[config.mk]
export PLATFORM = sky130hd
export DESIGN_NAME = mul_seq_4b
export DESIGN_NICKNAME = d
export VERILOG_FILES = /design/src/rtl/mul_seq_4b_pkg.sv /design/src/rtl/mul_seq_4b_add_4b.sv /design/src/rtl/mul_seq_4b.sv
export SDC_FILE = /design/constraint.sdc
export NUM_CORES = 1
export LEC_CHECK = 0
export CORE_ASPECT_RATIO = 0.6
export CORE_UTILIZATION = 35
export CTS_CLUSTER_DIAMETER = 120
export DETAILED_ROUTE_END_ITERATION = 8
export PLACE_DENSITY = 0.65
export SLEW_MARGIN = 20
export SYNTH_ARGS = -nofsm -noshare
export SYNTH_HDL_FRONTEND = slang
export SYNTH_SLANG_ARGS = --single-unit
export TNS_END_PERCENT = 30
[constraint.sdc]
create_clock -name clk -period 1.8 [get_ports clk]
set_input_delay 0.27 -clock clk [delete_from_list [all_inputs] [get_ports clk]]
set_output_delay 0.27 -clock clk [all_outputs]
set_load 0.05 [all_outputs]
[src/rtl/mul_seq_4b_pkg.sv]
// Shared definitions for the sequential shift-and-add multiplier:
// FSM state encoding and the iteration-counter width helper.
package mul_seq_4b_pkg;

    typedef enum logic [1:0] {
        ST_IDLE = 2'd0,
        ST_RUN  = 2'd1,
        ST_DONE = 2'd2
    } state_t;

    // Counter must hold the value WIDTH itself, hence one bit above log2.
    function automatic int cnt_width(input int w);
        return $clog2(w) + 1;
    endfunction

endpackage

[src/rtl/mul_seq_4b_add_4b.sv]
// 4-bit ripple adder slice; the multiplier chains WIDTH/4 of these
// carry-out to carry-in to form its accumulator adder.
module add_4b (
    input  logic [3:0] a,
    input  logic [3:0] b,
    input  logic       cin,
    output logic [3:0] sum,
    output logic       cout
);

    assign {cout, sum} = {1'b0, a} + {1'b0, b} + {4'd0, cin};

endmodule

[src/rtl/mul_seq_4b.sv]
// Sequential unsigned shift-and-add multiplier, WIDTH x WIDTH -> 2*WIDTH,
// one partial product per clock through a chain of add_4b slices.
module mul_seq_4b
    import mul_seq_4b_pkg::*;
#(
    parameter int WIDTH = 4
) (
    input  logic                 clk,
    input  logic                 rst_n,
    input  logic                 start,
    input  logic [WIDTH-1:0]     a,
    input  logic [WIDTH-1:0]     b,
    output logic                 busy,
    output logic                 done,
    output logic [2*WIDTH-1:0]   product
);

    localparam int NB = WIDTH / 4;
    localparam int CW = cnt_width(WIDTH);

    // Handshake: start is a request sampled only in IDLE; an accepted start
    // raises busy on the same edge, busy stays high for exactly WIDTH cycles,
    // then done pulses for one cycle with product valid. Requests seen while
    // busy or done are dropped, never queued.

    state_t             state, state_nxt;
    logic [WIDTH-1:0]   m_r, acc_r, q_r;
    logic               c_r;
    logic [CW-1:0]      cnt;
    logic [WIDTH-1:0]   addend, sum;
    logic [NB:0]        carry;
    logic               top_carry;
    logic               last;

    assign addend    = q_r[0] ? m_r : '0;
    assign carry[0]  = 1'b0;
    assign last      = (cnt == CW'(1));
    // C extends the accumulator to WIDTH+1 bits; it is zero after every shift.
    assign top_carry = carry[NB] | c_r;

    for (genvar g = 0; g < NB; g++) begin : g_add
        add_4b u_add (
            .a    (acc_r[4*g +: 4]),
            .b    (addend[4*g +: 4]),
            .cin  (carry[g]),
            .sum  (sum[4*g +: 4]),
            .cout (carry[g+1])
        );
    end

    always_comb begin
        state_nxt = state;
        case (state)
            ST_IDLE: if (start) state_nxt = ST_RUN;
            ST_RUN:  if (last)  state_nxt = ST_DONE;
            ST_DONE: state_nxt = ST_IDLE;
            default: state_nxt = ST_IDLE;
        endcase
    end

    always_ff @(posedge clk or negedge rst_n) begin
        if (!rst_n) begin
            state <= ST_IDLE;
            busy  <= 1'b0;
            done  <= 1'b0;
        end else begin
            state <= state_nxt;
            busy  <= (state_nxt == ST_RUN);
            done  <= (state_nxt == ST_DONE);
        end
    end

    always_ff @(posedge clk or negedge rst_n) begin
        if (!rst_n) begin
            m_r     <= '0;
            acc_r   <= '0;
            q_r     <= '0;
            c_r     <= 1'b0;
            cnt     <= '0;
            product <= '0;
        end else begin
            case (state)
                ST_IDLE: begin
                    if (start) begin
                        m_r     <= a;
                        q_r     <= b;
                        acc_r   <= '0;
                        c_r     <= 1'b0;
                        cnt     <= CW'(WIDTH);
                        product <= '0;
                    end
                end
                ST_RUN: begin
                    // {C,A,Q} <= {carry,sum,Q} >> 1
                    c_r   <= 1'b0;
                    acc_r <= {top_carry, sum[WIDTH-1:1]};
                    q_r   <= {sum[0], q_r[WIDTH-1:1]};
                    cnt   <= cnt - CW'(1);
                    if (last) product <= {top_carry, sum, q_r[WIDTH-1:1]};
                end
                default: ;
            endcase
        end
    end

endmodule

# After elaboration in Yosys (flattened, before gate mapping)
# Index checks and enable logic that the tools add are counted.
[word_totals]
inputBits = 11
output_inout_bits = 10
word_cells = 38
ff_bits = 28
[op_classes]
reduce_logical = 5
n_mux = 15
n_addsub = 2
n_eq_ne = 6
n_bitwise = 1
[ops]
columns = ["operator", "n"]
rows = [
  ["two-way mux 8 bit", 2],
  ["one-hot mux 4 bit (2 select lines)", 2],
  ["one-hot mux 8 bit (2 select lines)", 1],
  ["two-way mux 4 bit", 3],
  ["one-hot mux 3 bit (2 select lines)", 1],
  ["adder 4 x 4 -> 5 bit", 1],
  ["== test 2 x 1 -> 1 bit (second input constant)", 2],
  ["two-way mux 2 bit", 2],
  ["!= test 2 bit (second input constant)", 2],
  ["one-hot mux 2 bit (2 select lines)", 1],
  ["AND reduction 2 bit", 2],
  ["== test 3 x 1 -> 1 bit (second input constant)", 1],
  ["two-way mux 3 bit", 1],
  ["AND reduction 3 bit", 1],
  ["subtractor 3 x 1 -> 3 bit (second input constant)", 1],
  ["== test 2 bit (second input constant)", 1],
  ["logical NOT 2 bit", 1],
  ["one-hot mux 1 bit (2 select lines)", 1],
  ["nonzero test 2 bit", 1],
  ["two-way mux 1 bit", 1],
  ["OR 1 bit", 1],
]

# Depth between registers and ports, before layout
# Gate-level depths: netlist (run 1).
[logic_depth]
word_depth = 5
ltp_mapped = 7
depth_no_buf = 7

# Modules after synthesis
# A second synthesis (run 1) with hierarchy kept.
[hier_totals]
cells_unflattened = 106
hier_area_um2 = 1313.8
[by_module_without_submodules]
columns = ["mod", "seq_area_each_um2", "instances", "cells_per_inst", "area_per_inst_um2"]
rows = [
  ["mul_seq_4b", 675.6, 1, 90, 1169.9],
  ["add_4b", 0.0, 1, 16, 143.9],
]

# Least setup slack after synthesis (run 1)
# No wires, ideal clock.
[synth_timing]
path_type = "reg2reg"
startpoint = "register q_r[0]"
endpoint = "register product[7]"
t_required_ns = 1.733
path_slack_ns = 0.130
t_arrival_ns = 1.604
synth_period_minus_slack_ns = 1.670
setup_time_ns = 0.067
stages_incl_launch_ff = 8
n_path_buf = 0
cell_sequence = "dfrtp_1 > and2_1 > ha_1 > inv_1 > fa_1 > nand2b_1 > a211oi_1 > mux2_2"
[synth_between]
elab_chain_cells = 5
[synth_rtl]
columns = ["element", "line_no", "rtl"]
rows = [
  ["start: declaration", "mul_seq_4b.sv:27", "logic [WIDTH-1:0] m_r, acc_r, q_r;"],
  ["start signal: assignment", "mul_seq_4b.sv:97", "q_r <= {sum[0], q_r[WIDTH-1:1]};"],
  ["two-way mux 4 bit", "mul_seq_4b.sv:35", "assign addend = q_r[0] ? m_r : '0;"],
  ["adder 4 x 4 -> 5 bit", "mul_seq_4b_add_4b.sv:11", "assign {cout, sum} = {1'b0, a} + {1'b0, b} + {4'd0, cin};"],
  ["OR 1 bit", "mul_seq_4b.sv:39", "assign top_carry = carry[NB] | c_r;"],
  ["two-way mux 8 bit", "mul_seq_4b.sv:99", "if (last) product <= {top_carry, sum, q_r[WIDTH-1:1]};"],
  ["one-hot mux 8 bit (2 select lines)", "mul_seq_4b.sv:82", "case (state)"],
  ["end signal: assignment", "mul_seq_4b.sv:99", ""],
  ["end: declaration", "mul_seq_4b.sv:15", "output logic [2*WIDTH-1:0] product"],
]
# Every way passes these cells. The select of a mux whose other input is x is not followed.
# A chain may end at the register's enable or synchronous reset.

# Worst setup path after layout (run 1)
[layout_timing]
startpoint = "register m_r[0]"
endpoint = "register product[7]"
[layout_between]
elab_chain_cells = 5
[layout_rtl]
columns = ["element", "line_no", "rtl"]
rows = [
  ["start: declaration", "mul_seq_4b.sv:27", ""],
  ["start signal: assignment", "mul_seq_4b.sv:75", "m_r <= '0;"],
  ["start signal: assignment", "mul_seq_4b.sv:85", "m_r <= a;"],
  ["two-way mux 4 bit", "mul_seq_4b.sv:35", ""],
  ["adder 4 x 4 -> 5 bit", "mul_seq_4b_add_4b.sv:11", ""],
  ["OR 1 bit", "mul_seq_4b.sv:39", ""],
  ["two-way mux 8 bit", "mul_seq_4b.sv:99", ""],
  ["one-hot mux 8 bit (2 select lines)", "mul_seq_4b.sv:82", ""],
]
# Every way passes these cells. The select of a mux whose other input is x is not followed.

==> flow_summary.yaml, run 1 <==
synth:
  synth-seq-cells: 27
  yosys_warnings: 0
  async_flop_share_pct: 100
  ys.flop_type: "dfrtp_1"
  synthesis.instances: 108
  synth.avg_cell_area_sq_um: 11.6
  yosysUniqueCellTypes: 30
  synth-seq-area-share_pct: 54.2
  syn_nets: 126
  synth-edff-count: 0
  synthesis.area_sq_mm: 0.00125
timing:
  rsz0062_at_grt: "false"
  slew_violations: 0
  layout_setup_ws_ps: 79.4
  setup_viol: 0
  finalCritPeriodShare_pct: 95.6
  maxSlewHeadroom_pct: 63.7
  hold_violations: 0
  worst_pin_slew_ps: 544
  fin_skew_ps: 3.24
  fin_crit_ps: 1720
  clock.fmax_mhz: 581
clocking:
  clkSinkCount: 27
  cts_root_buf: "clkbuf_8"
  cts_tree: "yes"
  clockBufferDepth: 2
  htree_levels: 1
  ctsHoldBuffers: 0
  clkLatencyLatePin_ps: 270
  clkTransAtPathRegs_ps: 90
  cts_buffers: 3
route:
  antenna_left: 0
  drcViolationCount: 0
  wl_per_cell_um: 14.3
  routed_via_density: 4.79
  wirelength_mm: 2.55
  drt_iter0_markers: 56
  drt_pass1_iterations: 4
  dr_total_vias: 853
worst_setup_path:
  r2r-start: "m_r[0]"
  critPathRequiredTime_ps: 2010
  worst-path-max-fanout: 2
  cp-end-kind: "flip-flop"
  crit_path_start: "m_r[0]"
  crit_type: "flip-flop to flip-flop"
  cp.arrival_ps: 1930
  crit_path_start_kind: "flip-flop"
grt:
  grt_max_degree: 28
  grt-ovfl-total: 0
  grt_pass1_wl_mm: 4.18
  antenna_found_initial: 0
  grt_use_total_pct: 15.4
  grt_pass1_vias: 866
final_layout:
  fin_cells: 178
  design_area_sq_mm: 0.00157
  area_growth_pct: 25.5
  drive_above_1_share_pct: 18.8
  n_fill_cell: 311
  antenna_cells: 0
  regArea_sq_um: 676
  fin_nets: 152
  multiInputGateArea_sq_um: 518
pwr:
  leakagePower_nw: 0.745
  peakVddDrop_mv: 0.732
  power_frac_clock_pct: 11.5
  seqPwrFrac_pct: 34.9
  switching_share_pct: 41.9
  combPwrFrac_pct: 53.6
  p_int_mw: 1.72
  power.density_mw_per_mm2: 1890
  switching_power_mw: 1.24
placed_design:
  place_ws_ps: -5.06
  gp_congestion: 0.859
  port_buffers: 20
  placed_area_sq_mm: 0.00151
  dp.cells: 174
  hpwl_mm: 1.79
job:
  max_cap_viol_count: 0
floorplanning:
  initial_utilization_pct: 37.5
  fp.dieW_um: 79.1
  coreArea_sq_mm: 0.00332
  die-area_sq_mm: 0.00381
  die_h_um: 48.2
  ios: 21
  row_count: 16
worst_hold_path:
  hold_path.class: "input pin to asynchronous set/reset pin"
outcome:
  outcome: "finished, final reports clean"
==> layout make-up <==
cell class | instances | share of cell area, %
tap | 45 | 3.60
clock buffer | 4 | 2.88
sequential | 27 | 43.2
timing repair buffer | 26 | 14.9
inverter | 10 | 2.40
multi-input combinational | 66 | 33.1
==> metal layers <==
metal	up-vias	global-route usage (%)	routed length (um)	share of wire [%]
met4	0	4.36	17	0.67
li1	422	-	-	-
met1	404	21.9	1340	52
met2	25	22.8	1040	41
met5	-	0	0	0
met3	2	5.05	155	6.1
==> synth_stat cells, drive strengths merged, types with 2 or more instances <==
cell type	number	area [sq um]
dfrtp	27	676
buf	4	26.3
inv	10	37.5
o22ai	4	25.0
o21ai	6	30.0
nand2b	3	18.8
ha	6	75.1
a21o	3	22.5
nand3	3	15.0
nor2	3	11.3
nand3b	2	15.0
and2	5	31.3
a22o	5	43.8
and3	2	12.5
nand2	2	7.51
mux2	6	71.3
a21oi	6	30.0
==> kinds of logic after synthesis <==
| kind of cell | count (synthesis) | share of synthesized area [%] |
|---|---|---|
| buffers and inverters | 15 | 5.42 |
| XOR/XNOR | 1 | 0.702 |
| AO/OA/AOI/OAI | 29 | 15.6 |
| adder cells (fa/ha/maj) | 7 | 7.62 |
| AND/OR/NAND/NOR | 23 | 10.7 |
| flip-flops | 27 | 54.2 |
| multiplexers | 6 | 5.72 |
==> worst paths after layout <==
kind                                   end  slack [ps]  depth (start not counted)
min in group clk                  acc_r[3]         500                          1
worst min-delay path                  done         370                          2
worst max-delay path            product[7]          80                          7
max in group asynchronous           q_r[3]        1170                          2
worst min register to register    acc_r[3]         500                          1
worst max register to register  product[7]          80                          7
==> power by group through the flow <==
| stage | clock, mW | combinational, mW | sequential [mW] |
|---|---|---|---|
| finish | 0.339 | 1.58 | 1.03 |
| global route | 0.381 | 1.73 | 1.08 |
| floorplan | 0 | 0.847 | 1.28 |
| global placement | 0 | 1.52 | 1.04 |
| CTS | 0.360 | 1.57 | 1.03 |
| detailed placement | 0 | 1.54 | 1.04 |
==> cells in the final DEF, fill, tap and decap left out, types with 3 or more instances in the layout <==
cell type / n
clkbuf_8: 3
nand2b_1: 3
inv_1: 10
nor2_1: 3
a21oi_1: 6
mux2_2: 4
nand3_1: 3
ha_1: 5
clkdlybuf4s50_1: 15
and2_1: 5
a22o_1: 5
a21o_1: 3
dfrtp_1: 27
buf_4: 11
o21ai_0: 6
o22ai_1: 4
==> worst max-delay path, cell delays in order, from the launching register on <==
cell and delay, ps:
dfrtp_1 350, and2_1 140, ha_2 180, inv_1 50, fa_2 340, nand2b_1 160, a211oi_2 260, mux2_4 190
==> flip-flops by register name, summed over array words and instances, names as in the netlist <==
| register | count |
|---|---|
| state | 2 |
| m_r | 4 |
| q_r | 4 |
| acc_r | 4 |
| busy | 1 |
| done | 1 |
| cnt | 3 |
| product | 8 |
==> what timing repair did <==
item | in CTS | in global routing
endpoints found under the hold margin | 0 | 0
setup buffers | 0 | 0
gates resized for setup | 1 | 3
pin swaps | 0 | 1
endpoints found under the setup margin | 1 | 2
==> metrics by stage <==
stage	TNS, ps	utilization [%]	total power [mW]	hold slack (ps)
after floorplan	0	-	2.13	-25.6
after global placement	0	45.3	2.55	476
after detailed placement	-5.06	45.3	2.58	473
after CTS	0	46.8	2.97	379
after global routing	0	47.1	3.19	403
final	0	47.1	2.96	370
Power figures use the tool's default switching activity.
==> run 2, diff against run 1 <==
Settings changed: GPL_ROUTABILITY_DRIVEN set to 0.
==> results of run 2 <==
No change in the layout: final DEF, timing and power equal those of run 1.
==> run 3, diff against run 2 <==
Settings changed: ABC_AREA set to 1, PLACE_DENSITY 0.65 to 0.64.
==> run 3 against run 2 <==
Effect of this change: clock power up 3%; highest routed layer unchanged; non-clock buffer count is 5 lower; first-iteration DRC count decreased by 25%; via count rose by 12%; sequential cell count did not move.
==> flow_summary.yaml, run 3 <==
grt:
  grt_use_total_pct: 14.8
  grt_max_degree: 28
  grt_pass1_vias: 927
  grt-ovfl-total: 0
  grt_pass1_wl_mm: 4.36
  antenna_found_initial: 0
timing:
  fin_crit_ps: 1720
  slew_violations: 0
  fin_skew_ps: 1.82
  finalCritPeriodShare_pct: 95.8
  clock.fmax_mhz: 580
  whs_ps: 352
  worst_pin_slew_ps: 495
  fin_tns_setup_ps: 0
  setup_viol: 0
  hold_violations: 0
  maxSlewHeadroom_pct: 66.9
  rsz0062_at_grt: "false"
clocking:
  clkSinkCount: 27
  cts_tree: "yes"
  cts_root_buf: "clkbuf_8"
  clkTransAtPathRegs_ps: 90
  clockBufferDepth: 2
  post_cts.repair.setup_buffers: 0
  htree_levels: 1
  ctsHoldBuffers: 0
  cts_buffers: 3
  clkLatencyLatePin_ps: 280
route:
  routed_via_density: 4.60
  drcViolationCount: 0
  wirelength_mm: 2.55
  drt_iter0_markers: 42
  wl_per_cell_um: 12.3
  dr_total_vias: 957
  drt_pass1_iterations: 4
  antenna_left: 0
worst_setup_path:
  cpPeakStageDelay_ps: 810
  worst-path-max-fanout: 2
  crit_type: "flip-flop to output pin"
  path_delay_family: "buffers and inverters"
  cp-end-kind: "output pin"
  cp.arrival_ps: 1450
  critPathRequiredTime_ps: 1530
  crit_path_start_kind: "flip-flop"
  critPathBufInv: 1
  crit_chain: "clkdlybuf4s50_1"
  crit_slowest_cell: "clkdlybuf4s50_1"
final_layout:
  n_fill_cell: 315
  multiInputGateArea_sq_um: 522
  drive_above_1_share_pct: 17.2
  final_cell_mix: "nand2_1, dfrtp_1, inv_1, clkdlybuf4s50_1"
  area_growth_pct: 21.8
  fin_nets: 182
  final_common_cell: "nand2_1"
  largest_reg_flops: 8
  antenna_cells: 0
  regMostFlops: "product"
  regArea_sq_um: 676
synth:
  syn_nets: 158
  synth-seq-area-share_pct: 52.4
  yosysTopAreaCell: "dfrtp_1"
  synth_area_leaders: "dfrtp_1, nand2_1, ha_1"
  synthesis.instances: 140
  synth-edff-count: 0
  synthesis.area_sq_mm: 0.00129
  ys.flop_type: "dfrtp_1"
  async_flop_share_pct: 100
  synth-seq-cells: 27
  yosys_warnings: 0
  ys_top_cells_by_count: "nand2_1, dfrtp_1, inv_1"
  synth.avg_cell_area_sq_um: 9.21
  yosysUniqueCellTypes: 25
  yosysMostFrequentCell: "nand2_1"
  synth_top_area_share_pct: 52.4
floorplanning:
  initial_utilization_pct: 38.1
  die-area_sq_mm: 0.00394
  fp.dieW_um: 80.3
  row_count: 16
  coreArea_sq_mm: 0.00338
  die_h_um: 49
  ios: 21
pwr:
  seqPwrFrac_pct: 36.1
  combPwrFrac_pct: 51.1
  p_int_mw: 1.48
  peakVddDrop_mv: 0.790
  switching_power_mw: 1.26
  power.density_mw_per_mm2: 1740
  leakagePower_nw: 0.819
  power_frac_clock_pct: 12.8
  switching_share_pct: 46.0
placed_design:
  hpwl_mm: 1.86
  port_buffers: 20
job:
  max_cap_viol_count: 0
worst_hold_path:
  hold_path.class: "input pin to asynchronous set/reset pin"
outcome:
  outcome: "finished, final reports clean"
==> run 3: cell types whose count changed after synthesis, moves of 3 or more <==
| cell | previous run | this run |
|---|---|---|
| a21o_1 | 3 | 0 |
| a21oi_1 | 6 | 2 |
| a22o_1 | 5 | 0 |
| and2_1 | 5 | 0 |
| buf_2 | 3 | 0 |
| inv_1 | 10 | 17 |
| mux2_2 | 5 | 0 |
| nand2_1 | 2 | 47 |
| nand2_2 | 0 | 4 |
| nand2b_1 | 3 | 0 |
| nand3_1 | 3 | 7 |
| o21ai_2 | 0 | 4 |
| o22ai_1 | 4 | 1 |
==> run 3: metrics by stage <==
stage	total power, mW	setup WS, ps	area [sq um]	instances	utilization [%]
3_3_place_gp	2.34	233	1520	204	44.9
4_1_cts	2.75	60.7	1570	208	46.3
5_1_grt	2.95	14.9	1570	208	46.4
2_1_floorplan	2.04	326	1290	140	-
6_report	2.74	75.3	1570	208	46.4
3_5_place_dp	2.39	188	1520	204	44.9
==> run 3: power by group through the flow <==
stage	clock (mW)	combinational, mW	sequential, mW
finish	0.350	1.40	0.989
global route	0.390	1.54	1.02
CTS	0.359	1.40	0.992
detailed placement	0	1.39	1.00
global placement	0	1.35	0.991
floorplan	0	0.805	1.23
==> run 3: final timing paths <==
check,startpoint,endpoint,slack (ps),depth (start not counted)
max in group asynchronous,rst_n,product[3],1180,2
min in group clk,product[6],product[6],490,2
setup / recovery,product[3],product[3],80,1
hold reg to reg,product[6],product[6],490,2
hold / removal,rst_n,done,350,2
setup reg to reg,q_r[0],product[7],160,10
==> run 3: kinds of logic after synthesis <==
logic type	share of synthesized area (%)
compound gates	9.51
flops	52.4
xor+xnor	0.680
simple gates	22.5
fa+ha+maj	7.38
buf+inv	7.48
==> run 3: cell type report <==
class / count / area share, %
flip-flops and latches: 27 / 43.0
well taps: 45 / 3.59
repair buffers: 21 / 12.3
clock buffers: 3 / 2.63
inverters: 20 / 4.94
multi-input cells: 91 / 33.2
clock inverters: 1 / 0.319
==> run 3: metal layers <==
metal	wire length [um]	GRT usage [%]	vias to the layer above
met4	8	2.68	0
met5	0	0	-
met3	166	5.05	2
met2	1100	21.9	30
met1	1270	21.0	441
li1	-	-	484
==> run 3: what timing repair did <==
action	in CTS	in global routing
gates resized for setup	0	3
setup endpoints to repair	0	3
hold endpoints to repair	0	0
